## src/rtl/dsp_pkg.sv

```systemverilog
// Shared types and default constants for the chorus delay-line datapath.
package dsp_pkg;

  typedef enum logic [2:0] {
    S_IDLE,
    S_WRITE,
    S_READ,
    S_WAIT,
    S_OUT
  } seq_state_t;

  localparam int DSP_BUF_DEPTH = 4410;
  localparam int DSP_AVG_DELAY = 882;
  localparam int DSP_PKT_WIDTH = 16;

endpackage

```

## src/rtl/delay_addr_calc.sv

```systemverilog
// Clamped LFO delay and circular read address behind the write pointer.
module delay_addr_calc
  import dsp_pkg::*;
#(
  parameter int BUF_DEPTH  = DSP_BUF_DEPTH,
  parameter int AVG_DELAY  = DSP_AVG_DELAY,
  parameter int ADDR_WIDTH = 13
) (
  input  logic [ADDR_WIDTH-1:0] wr_ptr,
  input  logic [15:0]           extra_delay,
  output logic [ADDR_WIDTH-1:0] delay,
  output logic [ADDR_WIDTH-1:0] rd_addr
);

  localparam int MAX_EXTRA = BUF_DEPTH - 1 - AVG_DELAY;

  logic [31:0] extra_c;
  logic [31:0] rd_wrap;

  always_comb begin
    // Clamp keeps delay in 1..BUF_DEPTH-1 so the read never hits the slot being written.
    extra_c = ({16'd0, extra_delay} > 32'(MAX_EXTRA)) ? 32'(MAX_EXTRA) : {16'd0, extra_delay};
    delay   = ADDR_WIDTH'(extra_c + 32'(AVG_DELAY));
    rd_wrap = 32'(wr_ptr) + 32'(BUF_DEPTH) - 32'(delay);
    if (wr_ptr >= delay) rd_addr = wr_ptr - delay;
    else                 rd_addr = ADDR_WIDTH'(rd_wrap);
  end

endmodule

```

## src/rtl/delay_buf_sequencer.sv

```systemverilog
// Per-sample sequencer for the chorus delay RAM: write dry, read wet, strobe to mixer.
module delay_buf_sequencer
  import dsp_pkg::*;
#(
  parameter int PKT_WIDTH  = DSP_PKT_WIDTH,
  parameter int BUF_DEPTH  = DSP_BUF_DEPTH,
  parameter int AVG_DELAY  = DSP_AVG_DELAY,
  parameter int ADDR_WIDTH = 13
) (
  input  logic                  clk_i,
  input  logic                  rst_i,
  input  logic [PKT_WIDTH-1:0]  pkt_i,
  input  logic                  pktChanged_i,
  input  logic [15:0]           extraDelay_i,
  output logic [ADDR_WIDTH-1:0] ramAddr_o,
  output logic                  ramWe_o,
  output logic [PKT_WIDTH-1:0]  ramWData_o,
  input  logic [PKT_WIDTH-1:0]  ramRData_i,
  output logic [PKT_WIDTH-1:0]  pktDelayed_o,
  output logic                  pktDelayedChanged_o,
  output logic                  busy_o,
  output logic                  overrun_o
);

  localparam int FILL_W = $clog2(BUF_DEPTH + 1);

  seq_state_t            state;
  logic [ADDR_WIDTH-1:0] wr_ptr, rd_addr, delay;
  logic [ADDR_WIDTH-1:0] calc_delay, calc_rd;
  logic [FILL_W-1:0]     fill_cnt;
  logic                  primed;

  // wr_ptr only moves in READ, so the read address can be resolved at accept time.
  delay_addr_calc #(
    .BUF_DEPTH (BUF_DEPTH),
    .AVG_DELAY (AVG_DELAY),
    .ADDR_WIDTH(ADDR_WIDTH)
  ) u_calc (
    .wr_ptr     (wr_ptr),
    .extra_delay(extraDelay_i),
    .delay      (calc_delay),
    .rd_addr    (calc_rd)
  );

  always_ff @(posedge clk_i) begin
    if (rst_i) begin
      state               <= S_IDLE;
      wr_ptr              <= '0;
      rd_addr             <= '0;
      delay               <= '0;
      fill_cnt            <= '0;
      primed              <= 1'b0;
      ramAddr_o           <= '0;
      ramWe_o             <= 1'b0;
      ramWData_o          <= '0;
      pktDelayed_o        <= '0;
      pktDelayedChanged_o <= 1'b0;
      busy_o              <= 1'b0;
      overrun_o           <= 1'b0;
    end else begin
      ramWe_o             <= 1'b0;
      pktDelayedChanged_o <= 1'b0;
      unique case (state)
        S_IDLE, S_OUT: begin
          if (pktChanged_i) begin
            state      <= S_WRITE;
            busy_o     <= 1'b1;
            delay      <= calc_delay;
            rd_addr    <= calc_rd;
            ramAddr_o  <= wr_ptr;
            ramWe_o    <= 1'b1;
            ramWData_o <= pkt_i;
          end else begin
            state  <= S_IDLE;
            busy_o <= 1'b0;
          end
        end
        S_WRITE: begin
          state     <= S_READ;
          ramAddr_o <= rd_addr;
        end
        S_READ: begin
          state  <= S_WAIT;
          wr_ptr <= (wr_ptr == ADDR_WIDTH'(BUF_DEPTH - 1)) ? '0 : wr_ptr + ADDR_WIDTH'(1);
          if (fill_cnt != FILL_W'(BUF_DEPTH)) fill_cnt <= fill_cnt + FILL_W'(1);
          // Priming decision uses the count before this sample was added.
          primed <= 32'(fill_cnt) >= 32'(delay);
        end
        S_WAIT: begin
          state               <= S_OUT;
          pktDelayed_o        <= primed ? ramRData_i : '0;
          pktDelayedChanged_o <= 1'b1;
        end
        default: state <= S_IDLE;
      endcase
      if (pktChanged_i && (state == S_WRITE || state == S_READ || state == S_WAIT))
        overrun_o <= 1'b1;
    end
  end

endmodule
```

## config.mk

```make
export PLATFORM = sky130hd
export DESIGN_NAME = delay_buf_sequencer
export DESIGN_NICKNAME = d
export VERILOG_FILES = /design/src/rtl/dsp_pkg.sv /design/src/rtl/delay_addr_calc.sv /design/src/rtl/delay_buf_sequencer.sv
export SDC_FILE = /design/constraint.sdc
export NUM_CORES = 1
export LEC_CHECK = 0
export ABC_AREA = 1
export BUFFER_PORTS_ARGS = -buffer_cell sky130_fd_sc_hd__buf_2
export CORE_MARGIN = 5
export CORE_UTILIZATION = 25
export CTS_CLUSTER_SIZE = 40
export DETAILED_ROUTE_END_ITERATION = 12
export GPL_ROUTABILITY_DRIVEN = 0
export PLACE_DENSITY = 0.38
export SKIP_LAST_GASP = 1
export SYNTH_ARGS = -nofsm -noshare
export SYNTH_HDL_FRONTEND = slang
export SYNTH_SLANG_ARGS = --single-unit
```

## constraint.sdc

```tcl
create_clock -name clk_i -period 5.1 [get_ports clk_i]
set_input_delay 0.765 -clock clk_i [delete_from_list [all_inputs] [get_ports clk_i]]
set_output_delay 0.765 -clock clk_i [all_outputs]
set_load 0.01 [all_outputs]
```

==> flow_metrics.env <==
export IMPL_clkLatencyLatePin_ps=360
export IMPL_drv_cap=0
export IMPL_synthCells=821
export IMPL_crit_path_max_incr_delay_ps=350
export IMPL_critPathSlowestCell="ha_1"
export IMPL_utilization_pct=30.0
export IMPL_cp_max_fo=18
export IMPL_grt_pass1_vias=5508
export IMPL_wl_met1_mm=8.66
export IMPL_tns_ps=0
export IMPL_cts_resized=0
export IMPL_instances_no_fill=1242
export IMPL_tightest_slew_ps=696
export IMPL_ios=100
export IMPL_antennaDiodeCount=0
export IMPL_muxShareOfSynthArea_pct=0
export IMPL_initial_core_util_pct=25.2
export IMPL_detailed_place_hpwl_mm=14.5
export IMPL_ctsHoldBuffers=0
export IMPL_grt_use_total_pct=13.6
export IMPL_yosysSeqAreaShare_pct=34.2
export IMPL_num_vias=5452
export IMPL_synth_xor_area_share_pct=3.60
export IMPL_drive_above_1_share_pct=19.0
export IMPL_row_count=57
export IMPL_cts_tree="yes"
export IMPL_min_period_over_period_pct=88.5
export IMPL_final_nets=1013
export IMPL_area_growth_synth_to_final_pct=18.9
export IMPL_first_pass_iters=4
export IMPL_setup_violations=0
export IMPL_fmax_ghz=0.222
export IMPL_grt_antenna_before_repair=0
export IMPL_grt_pass1_wl_mm=30.1
export IMPL_p_leak_nw=3.20
export IMPL_avgSynthCellArea_um2=7.41
export IMPL_root_buffer="clkbuf_16"
export IMPL_fp_dieArea_um2=27500
export IMPL_drtIter0Drc=244
export IMPL_finalCriticalPeriod_ps=4510
export IMPL_numCtsBuffers=9
export IMPL_worst_setup_path_end_kind="register"
export IMPL_syn_nets=921
export IMPL_ys_ff_latch=104
export IMPL_wire_per_inst_um=15.2
export IMPL_cp_data_required_time_ps=5350
export IMPL_critPathTopFamily="compound AO/OA/AOI/OAI gates"
export IMPL_ys_warn_count=0
export IMPL_top_layer="met4"
export IMPL_cts_sinks=104
export IMPL_die_h_um=166
export IMPL_fillers=2766
export IMPL_status="finished clean"
export IMPL_path_buf_inv=7
export IMPL_port_buffers=99
export IMPL_cp_start_kind="primary input"
export IMPL_synth_fa_ha_area_share_pct=10.7
export IMPL_crit_top_cell="inv_1"
export IMPL_ys_types=48
export IMPL_synth_compound_area_share_pct=17.5
export IMPL_skew_ps=18.7
export IMPL_antenna_left=0
export IMPL_synth_top_family_by_area="simple AND/OR/NAND/NOR gates"
export IMPL_hp_class="reg2reg"
export IMPL_powerDensity_nw_per_um2=281
export IMPL_drt_wl_total_mm=18.9
export IMPL_slew_limit_headroom_pct=53.5
export IMPL_crit_type="in2reg"
export IMPL_overflow=0
export IMPL_synth_simple_area_share_pct=24.1
export IMPL_peakVddDrop_uv=120
export IMPL_post_cts_buffers=0
export IMPL_rsz0062_at_grt="false"
export IMPL_core_area_um2=24100
export IMPL_cp_arrival_ps=4760
export IMPL_route_met3_wl_um=531
export IMPL_via_per_inst=4.39
export IMPL_grt_max_degree=52
export IMPL_die_x_um=166
export IMPL_drc_errors=0
export IMPL_h_tree_depth=3
export IMPL_dp_cells=1226
export IMPL_maxSlewViolCount=0
export IMPL_syn_area_um2=6080
export IMPL_whs_ps=451
export IMPL_final_hold_viol_count=0
export IMPL_route_met2_wl_mm=9.20
export IMPL_clockBufferDepth=2
export IMPL_clk_pin_slew_worst_paths_ps=80
==> report_power, final <==
group	internal (W)	total, W	switching (W)
Combinational	0.000153	0.000420	0.000267
Clock	0.000344	0.000689	0.000346
Sequential	0.000880	0.000924	0.0000435
Total	0.00138	0.00203	0.000656
==> flip-flops by register name (all words and copies together) (netlist names) <==
signal	cells
busy_o	1
delay	13
fill_cnt	13
overrun_o	1
pktDelayedChanged_o	1
pktDelayed_o	16
primed	1
ramAddr_o	13
ramWData_o	16
ramWe_o	1
rd_addr	13
state	2
wr_ptr	13
==> per-layer routing <==
metal | up-vias | GRT usage (%)
met5 | - | 0
met4 | 0 | 4.63
met3 | 19 | 2.29
met2 | 76 | 23.6
met1 | 2459 | 17.2
li1 | 2898 | -
==> stage by stage <==
| stage | instance area (um^2) | setup WS, ps | total power, W |
|---|---|---|---|
| 3_5_place_dp | 6940 | 169 | 0.00137 |
| 5_1_grt | 7230 | 125 | 0.00218 |
| 2_1_floorplan | 6080 | 762 | 0.00121 |
| 4_1_cts | 7230 | 543 | 0.00209 |
| 3_3_place_gp | 6940 | 195 | 0.00138 |
| 6_report | 7230 | 589 | 0.00203 |
==> cell type report <==
class	count	area, um^2	area share (%)
multi-input cells	563	3410	47.1
flip-flops and latches	104	2080	28.8
repair buffers	110	578	7.99
inverters	125	469	6.49
well taps	324	405	5.61
clock buffers	10	229	3.17
clock inverters	6	60.1	0.831
==> path summary, 6_finish.rpt <==
kind                                        from           to  slack, ps  cells past startpoint
worst max-delay path            extraDelay_i[14]   rd_addr[7]        590                     27
worst min-delay path                   overrun_o    overrun_o        450                      2
worst max register to register         wr_ptr[0]  rd_addr[11]       1950                     18
worst min register to register         overrun_o    overrun_o        450                      2
==> cell usage in the layout, fill, tap and decap left out, types with 2 or more instances in the layout <==
cell	n
a31oi_1	2
o211ai_1	4
nand3_4	2
a221oi_1	2
nor2_4	4
o21ai_0	60
clkinv_4	2
o221ai_1	14
dfxtp_1	104
nand2_4	3
or2_2	2
o21ai_1	6
o21bai_1	2
xor2_1	20
ha_1	44
buf_2	99
a21oi_1	83
inv_6	3
a21oi_2	4
nor3_1	11
inv_1	117
nor3b_1	3
fa_1	5
nor2_1	77
buf_4	11
nand2_2	11
nor2_2	2
nand2_1	106
inv_2	6
nand3_2	9
clkinv_1	2
nand3_1	56
xnor2_1	5
nor4_1	6
nand4_1	7
clkbuf_16	9
==> worst min-delay path, stage by stage (launching register included) <==
cell     delay, ps
dfxtp_1        310
inv_1           40
a21oi_1         50
==> Yosys cell counts, drive strengths merged <==
library cell  number  share of area (%)
xnor2              5               0.72
nor3              12               0.99
o211ai             5               0.70
a21oi             87                7.4
nor3b              3               0.37
nand3             67                6.7
o21a               1               0.12
fa                 5                1.6
o221ai            14                2.0
a31o               1               0.14
or2                2               0.21
buf                9               0.93
and2               1               0.10
clkinv             2               0.12
o21ai             67                5.6
nand3b             1               0.12
o21bai             3               0.56
clkbuf            20                1.2
o41ai              1               0.14
nor2              83                5.7
nand4              7               0.72
xor2              20                2.9
a31oi              2               0.21
o2111a             1               0.19
and3               1               0.10
nor4               6               0.62
dfxtp            104                 34
a221oi             2               0.29
nand2            121                8.5
ha                44                9.1
a41oi              1               0.14
inv              123                7.6
==> cells by family after synthesis <==
kind of cell / Yosys count
simple gates: 304
compound gates: 185
xor+xnor: 25
buf+inv: 154
fa+ha+maj: 49
flops: 104
No activity file was read; power rests on OpenSTA's default activity.
